### src/rtl/multicycle_ctrl.sv
// -----------------------------------------------------------------------------
// multicycle_ctrl
//
// Sequencing controller for a multi-cycle MIPS32 datapath. Every instruction
// is walked through FETCH -> DECODE -> EXEC -> MEM -> WB. States are skipped
// where the instruction class does not need them. The controller holds in MEM
// until the data memory raises mem_ready.
//
// Control outputs are decoded from the state register and the instruction
// register contents. Three inputs also feed the decode directly:
//   - run gates the fetch strobes in FETCH,
//   - Zero selects whether a branch loads the PC,
//   - mem_ready decides when MEM may be left.
//
// Ports
//   clock        rising-edge clock
//   reset        synchronous, active-high reset
//   run          permits a new fetch (only looked at in FETCH)
//   Instruction  instruction register contents, stable from DECODE onward
//   Zero         ALU zero flag, meaningful in EXEC
//   mem_ready    data memory completion, meaningful in MEM
//   PCWrite      load the PC this cycle
//   PCSource     PC source: 00 pc+4, 01 branch, 10 jump, 11 rs (jr)
//   IRWrite      load the instruction register
//   ALUSrc       1 = extended immediate is ALU operand B
//   MemRead      data memory read strobe
//   MemWrite     data memory write strobe
//   RegWrite     register file write enable
//   RegDst       1 = rd field is the destination register
//   MemtoReg     1 = write-back data comes from memory
//   Jal          1 = write pc+4 to $31
//   illegal      one-cycle pulse on an unsupported opcode/funct
//   state        current state (0 FETCH, 1 DECODE, 2 EXEC, 3 MEM, 4 WB)
//   retired      count of completed instructions, wraps at 2^32
// -----------------------------------------------------------------------------
module multicycle_ctrl #(
  parameter logic [2:0] RESET_STATE = 3'd0
) (
  input  logic        clock,
  input  logic        reset,
  input  logic        run,
  input  logic [31:0] Instruction,
  input  logic        Zero,
  input  logic        mem_ready,
  output logic        PCWrite,
  output logic [1:0]  PCSource,
  output logic        IRWrite,
  output logic        ALUSrc,
  output logic        MemRead,
  output logic        MemWrite,
  output logic        RegWrite,
  output logic        RegDst,
  output logic        MemtoReg,
  output logic        Jal,
  output logic        illegal,
  output logic [2:0]  state,
  output logic [31:0] retired
);

  typedef enum logic [2:0] {
    S_FETCH  = 3'd0,
    S_DECODE = 3'd1,
    S_EXEC   = 3'd2,
    S_MEM    = 3'd3,
    S_WB     = 3'd4
  } state_e;

  localparam logic [1:0] PC_SEQ    = 2'b00;
  localparam logic [1:0] PC_BRANCH = 2'b01;
  localparam logic [1:0] PC_JUMP   = 2'b10;
  localparam logic [1:0] PC_REG    = 2'b11;

  localparam logic [5:0] OP_RTYPE = 6'b000000;
  localparam logic [5:0] OP_J     = 6'b000010;
  localparam logic [5:0] OP_JAL   = 6'b000011;
  localparam logic [5:0] OP_BEQ   = 6'b000100;
  localparam logic [5:0] OP_BNE   = 6'b000101;
  localparam logic [5:0] OP_LW    = 6'b100011;
  localparam logic [5:0] OP_SW    = 6'b101011;
  localparam logic [5:0] FN_JR    = 6'b001000;

  // ---------------------------------------------------------------------------
  // Instruction classification
  // ---------------------------------------------------------------------------
  logic [5:0] op;
  logic [5:0] funct;
  logic       is_rtype;
  logic       funct_ok;
  logic       is_jr;
  logic       is_ialu;
  logic       is_lw;
  logic       is_sw;
  logic       is_beq;
  logic       is_bne;
  logic       is_j;
  logic       is_jal;
  logic       is_illegal;

  // Only the opcode and funct fields steer control; register and immediate
  // fields are consumed by the datapath.
  logic unused_instr_bits;
  assign unused_instr_bits = ^Instruction[25:6];

  assign op    = Instruction[31:26];
  assign funct = Instruction[5:0];

  always_comb begin
    funct_ok = 1'b0;
    case (funct)
      6'b100000, 6'b100001, 6'b100010, 6'b100011,  // add addu sub subu
      6'b100100, 6'b100101, 6'b100110, 6'b100111,  // and or xor nor
      6'b101010, 6'b101011,                        // slt sltu
      6'b000000, 6'b000010, 6'b000011,             // sll srl sra
      FN_JR:                                       // jr
        funct_ok = 1'b1;
      default:
        funct_ok = 1'b0;
    endcase
  end

  assign is_rtype = (op == OP_RTYPE);
  assign is_jr    = is_rtype && (funct == FN_JR);
  // All eight 001xxx opcodes (addi .. lui) share the immediate-ALU path.
  assign is_ialu  = (op[5:3] == 3'b001);
  assign is_lw    = (op == OP_LW);
  assign is_sw    = (op == OP_SW);
  assign is_beq   = (op == OP_BEQ);
  assign is_bne   = (op == OP_BNE);
  assign is_j     = (op == OP_J);
  assign is_jal   = (op == OP_JAL);

  assign is_illegal = !((is_rtype && funct_ok) || is_ialu || is_lw || is_sw ||
                        is_beq || is_bne || is_j || is_jal);

  // ---------------------------------------------------------------------------
  // State and retire counter
  // ---------------------------------------------------------------------------
  state_e      state_q;
  state_e      state_d;
  logic [31:0] retired_q;
  logic [31:0] retired_d;
  logic        retire;

  // ---------------------------------------------------------------------------
  // Output decode and next-state logic
  // ---------------------------------------------------------------------------
  always_comb begin
    PCWrite  = 1'b0;
    PCSource = PC_SEQ;
    IRWrite  = 1'b0;
    ALUSrc   = 1'b0;
    MemRead  = 1'b0;
    MemWrite = 1'b0;
    RegWrite = 1'b0;
    RegDst   = 1'b0;
    MemtoReg = 1'b0;
    Jal      = 1'b0;
    illegal  = 1'b0;
    retire   = 1'b0;
    state_d  = state_q;

    case (state_q)
      S_FETCH: begin
        if (run) begin
          IRWrite  = 1'b1;
          PCWrite  = 1'b1;
          PCSource = PC_SEQ;
          state_d  = S_DECODE;
        end
      end

      S_DECODE: begin
        if (is_j) begin
          PCWrite  = 1'b1;
          PCSource = PC_JUMP;
          retire   = 1'b1;
          state_d  = S_FETCH;
        end else if (is_jal) begin
          // The PC is redirected now. The link register is written in WB
          // from the pc+4 value already captured during FETCH.
          PCWrite  = 1'b1;
          PCSource = PC_JUMP;
          state_d  = S_WB;
        end else if (is_illegal) begin
          illegal  = 1'b1;
          retire   = 1'b1;
          state_d  = S_FETCH;
        end else begin
          state_d  = S_EXEC;
        end
      end

      S_EXEC: begin
        ALUSrc = is_ialu || is_lw || is_sw;
        if (is_beq) begin
          PCWrite  = Zero;
          PCSource = PC_BRANCH;
          retire   = 1'b1;
          state_d  = S_FETCH;
        end else if (is_bne) begin
          PCWrite  = !Zero;
          PCSource = PC_BRANCH;
          retire   = 1'b1;
          state_d  = S_FETCH;
        end else if (is_jr) begin
          PCWrite  = 1'b1;
          PCSource = PC_REG;
          retire   = 1'b1;
          state_d  = S_FETCH;
        end else if (is_lw || is_sw) begin
          state_d  = S_MEM;
        end else begin
          // Remaining legal classes here are R-type ALU and I-ALU.
          state_d  = S_WB;
        end
      end

      S_MEM: begin
        // The strobe stays up through the cycle in which mem_ready is seen.
        MemRead  = is_lw;
        MemWrite = is_sw;
        if (mem_ready) begin
          if (is_lw) begin
            state_d = S_WB;
          end else begin
            retire  = 1'b1;
            state_d = S_FETCH;
          end
        end
      end

      S_WB: begin
        RegWrite = 1'b1;
        RegDst   = is_rtype;
        MemtoReg = is_lw;
        Jal      = is_jal;
        retire   = 1'b1;
        state_d  = S_FETCH;
      end

      default: begin
        // Encodings 5..7: recover to FETCH silently, nothing retires.
        state_d = S_FETCH;
      end
    endcase
  end

  assign retired_d = retire ? (retired_q + 32'd1) : retired_q;

  always_ff @(posedge clock) begin
    if (reset) begin
      state_q   <= state_e'(RESET_STATE);
      retired_q <= 32'd0;
    end else begin
      state_q   <= state_d;
      retired_q <= retired_d;
    end
  end

  assign state   = state_q;
  assign retired = retired_q;

endmodule

### config.mk
export PLATFORM = sky130hd
export DESIGN_NAME = multicycle_ctrl
export DESIGN_NICKNAME = d
export VERILOG_FILES = /design/src/rtl/multicycle_ctrl.sv
export SDC_FILE = /design/constraint.sdc
export NUM_CORES = 1
export LEC_CHECK = 0
export BUFFER_PORTS_ARGS = -buffer_cell sky130_fd_sc_hd__buf_2
export CAP_MARGIN = 20
export CORE_UTILIZATION = 25
export DETAILED_ROUTE_END_ITERATION = 10
export SLEW_MARGIN = 20
export SYNTH_ARGS = -nofsm -noshare
export SYNTH_HDL_FRONTEND = slang
export SYNTH_SLANG_ARGS = --single-unit
### constraint.sdc
create_clock -name clock -period 2.95 [get_ports clock]
set_input_delay 0.59 -clock clock [delete_from_list [all_inputs] [get_ports clock]]
set_output_delay 0.59 -clock clock [all_outputs]
set_load 0.05 [all_outputs]
; Yosys cells after proc, flatten, opt, wreduce, memory -nomap -nowiden
; Memories as Yosys holds them, arrays and structs flattened.
; Cells that the tools add are included.
[totals]
reg_bits = 35
romBits = 64
word_cells = 76
n_memories = 1
[memory_table]
columns = name, words, width, rd, rd_ports_with_merged_regs, wr, line
row1 = (name not given), 64, 1, 1, 0, 0, 109  ; case (funct)
[op_classes]
add_sub_neg = 1
n_eq_ne = 14
muxes = 42
n_reduce_logical = 16
[op_table]
columns = op, count
row1 = $add 32x1->32 const B, 1
row2 = $mux 3, 9
row3 = $mux 1, 23
row4 = $eq 6x2->1 const B, 2
row5 = $eq 6x3->1 const B, 2
row6 = $eq 6x6->1 const B, 2
row7 = $mux 2, 6
row8 = $pmux 3 s4, 1
row9 = $logic_or 1x1->1, 10
row10 = $eq 3x1->1 const B, 2
row11 = $eq 3x2->1 const B, 2
row12 = $eq 6x4->1 const B, 1
row13 = $logic_not 6->1, 1
row14 = $ne 2x2->1 const B, 2
row15 = $pmux 1 s4, 1
row16 = $pmux 2 s2, 1
row17 = $eq 3x3->1 const B, 1
row18 = $logic_not 3->1, 1
row19 = $pmux 1 s3, 1
row20 = $logic_and 1x1->1, 2
row21 = $reduce_and 2->1, 1
row22 = $logic_not 1->1, 1

; Depth between registers and ports, before layout
[depth]
word_depth = 13
ltp_mapped = 12

; Least setup slack after synthesis
; Ideal clock, no wire load.
[synth_timing]
path_kind = register to output
from = register state_q[1] (netlist: state[1])
to = output PCWrite
arrival_time_ps = 2690
path_slack_ps = -330
stages_incl_launch_ff = 5
n_path_buf = 0
path_cell_list = dfxtp_1 -> or3b_2 -> a21oi_1 -> o21ai_0 -> nand3b_1
[synth_between]
elab_chain_cells = 2
word_cells_on_any_way = 4
cone_classes = eq/ne (2) / mux (1) / reduce/logical (1)
[synth_lines]
columns = element, line
row1 = start: declaration, 138  ; state_e state_q;
row2 = start signal: assignment, 252  ; state_q <= state_e'(RESET_STATE);
row3 = start signal: assignment, 255  ; state_q <= state_d;
row4 = "$eq 3x2->1, or another cell as far along", 162  ; case (state_q)
row5 = $pmux 1 s3 *, 162
row6 = end: declaration, 45  ; output logic PCWrite,
; Every way passes the cells marked *; elsewhere a longest branch is shown, timed or not.

; Worst setup path in the final report
[layout_timing]
from = input Instruction[27]
to = output PCWrite
[layout_between]
elab_chain_cells = 6
word_cells_on_any_way = 12
cone_classes = eq/ne (4) / mux (6) / reduce/logical (2)
[layout_lines]
columns = element, line
row1 = start: declaration, 42  ; input logic [31:0] Instruction,
row2 = $logic_not 6->1, 121  ; assign is_rtype = (op == OP_RTYPE);
row3 = $logic_and 1x1->1, 122  ; assign is_jr = is_rtype && (funct == FN_JR);
row4 = $mux 1, 205  ; end else if (is_jr) begin
row5 = $mux 1, 200  ; end else if (is_bne) begin
row6 = $mux 1, 195  ; if (is_beq) begin
row7 = $pmux 1 s3 *, 162
; Marked as above.

==> results.py <==
metrics = {
    "layout": {
        "stdcell_count": 416,
        "drive_gt1_share_pct": 29.94,
        "area_growth_pct": 25.91,
        "stdcell_area_sq_um": 2590,
        "fillerInstances": 870,
        "num_antenna_cells": 0,
        "multi_input_area_sq_um": 1247,
        "num-nets-final": 351,
        "seq_area_sq_um": 700.7,
    },
    "timing": {
        "relSlewSlack_pct": 55.86,
        "slew_viol_final": 0,
        "max_freq_ghz": 0.3800,
        "worst_pin_slew_ps": 662.1,
        "skew_ps": 4.329,
        "grt_setup_unrepaired": "no",
        "fin_crit_ps": 2631,
        "finalSetupViolations": 0,
        "hold_violations": 0,
        "tns_ps": 0,
        "post-route-period-util_pct": 89.20,
    },
    "synthesis": {
        "syn-cell-area_sq_um": 2057,
        "synthFlopType": "dfxtp_1",
        "synth_top_cell_area_share_pct": 34.06,
        "seq_area_frac_synth_pct": 34.06,
        "avgSynthCellArea_sq_um": 8.195,
        "synth_most_common_cell": "dfxtp_1",
        "ys_ff_latch": 35,
        "synthArstFlopShare_pct": 0,
        "synth_cell_types": 47,
        "ys_top_cells_by_area": "dfxtp_1 (34%), xor2_1 (7.2%), nor2_1 (5.7%), or3_1 (4.0%), a21oi_1 (3.6%)",
        "ys_top_cells_by_count": "dfxtp_1 (35), nor2_1 (31), nand2_1 (18)",
        "syn_nets": 289,
        "synth_edf_count": 0,
        "yosysTopAreaCell": "dfxtp_1",
        "syn_inst": 251,
        "ys_warn_count": 0,
    },
    "global_routing": {
        "overflow": 0,
        "grt_pass1_wl_mm": 8.880,
        "grtUsageMet1_pct": 17.06,
        "use_met2_pct": 20.99,
        "top_usage_layer": "met2",
        "antenna_found_initial": 0,
        "grt.total_usage_pct": 13.05,
        "grt_pass1_vias": 1828,
        "grt_max_degree": 37,
        "globalRouteMet3Util_pct": 3.448,
    },
    "drt": {
        "via_count": 2064,
        "dr.pass1.iters": 4,
        "drtIter0Drc": 92,
        "drc_errors": 0,
        "vias_per_cell": 4.962,
        "final_antenna_net_count": 0,
        "finalWirelength_mm": 5.440,
        "wl_per_cell_microns": 13.08,
    },
    "clock_network": {
        "cts_tree": "built",
        "cts.path.max_buffers": 2,
        "holdBufCountCts": 0,
        "cts_resized": 0,
        "clk_latency_ps": 290,
        "cts_buffers": 5,
        "cts_post_setup_buffers_inserted": 0,
        "clkTransAtPathRegs_ps": 70,
        "root_buffer": "clkbuf_8",
        "htreeDepth": 2,
        "cts.sinks": 35,
    },
    "setup_path": {
        "path_class": "in -> out",
        "startpoint_type": "input port",
        "critPathArrivalTime_ps": 2040,
        "critPathMaxFanout": 8,
        "r2r_setup_slack_ps": 600,
        "cp.required_ps": 2360,
        "end_kind": "output port",
    },
    "placement": {
        "dpl.cell_count": 408,
        "port_buffers": 63,
        "gp_congestion": 0.8559,
        "dpl.hpwl_mm": 4.040,
        "placed_area_sq_um": 2490,
    },
    "flow_run": {
        "maxCapViolCount": 0,
    },
    "floorplan": {
        "rows": 32,
        "core_area_sq_um": 7848,
        "die_w_microns": 92.71,
        "io_pins": 84,
        "die_area_sq_um": 8594,
        "start_util_pct": 26.21,
        "fp.dieH_microns": 92.71,
    },
    "power_and_ir_drop": {
        "p_leak_nw": 1.107,
        "vdd_drop_max_mv": 0.1371,
        "pwr_density_cell_nw_per_um2": 385.8,
        "power_uw": 999.3,
    },
    "run_status": {
        "status": "finished, final reports clean",
    },
    "worst_hold_path": {
        "hp-class": "reg -> reg",
    },
}
==> kinds of logic after synthesis <==
family	Yosys count	share of synthesized area (%)
AND/OR/NAND/NOR	115	30.35
AO/OA/AOI/OAI	56	20.07
flip-flops	35	34.06
buffers and inverters	23	5.778
XOR/XNOR	19	8.090
multiplexers	2	1.034
adder cells (fa/ha/maj)	1	0.6082
==> metrics by stage <==
step                hold slack [ps]  setup slack [ps]  utilization (%)
floorplan                     686.6             8.170                -
global placement              473.5             180.3            31.73
detailed placement            481.3             184.3            31.73
CTS                           491.7             304.4            33.00
global route                  525.7             198.5            33.00
finish                        490.8             318.5            33.00
==> routing by layer <==
metal / routed length, microns / vias to the layer above
met4: 29 / 0
met1: 2539 / 969
met2: 2519 / 50
li1: - / 1042
met3: 352 / 3
met5: 0 / -
==> worst max-delay path, stage by stage <==
cell and delay, ps:
buf_2 150, nand2b_1 160, or4_1 490, a21oi_2 190, o21ai_0 100, nand3b_1 90, buf_2 270
==> flip-flops by register name (all words and copies together), names as in the netlist <==
name	cells
state	3
retired	32
==> power by group <==
part,internal (mW),switching [mW]
registers,0.476,0.00662
logic,0.0408,0.0871
clock network,0.213,0.175
total,0.730,0.269
==> cell usage in the layout (no fill, tap or decap), types with 8 or more instances in the layout <==
cell type   n
a21oi_1    14
and3_1     10
buf_2      63
dfxtp_1    35
nand2_1    18
nand4_1     8
nor2_1     31
o21ai_1    13
or3_1      13
xor2_1     17
==> layout make-up <==
class / count / share of cell area [%]
Multi-Input combinational cell: 193 / 48.16
Sequential cell: 35 / 27.05
Timing Repair Buffer: 71 / 14.98
Tap cell: 102 / 4.928
Clock buffer: 8 / 3.865
Inverter: 7 / 1.014
==> final timing paths <==
path / from / endpoint / cells after the start
max reg2reg: retired[3] / retired[31] / 7
min reg2reg: retired[1] / retired[1] / 2
max: Instruction[27] / PCWrite / 7
min: retired[1] / retired[1] / 2
Power figures use the tool's default switching activity.
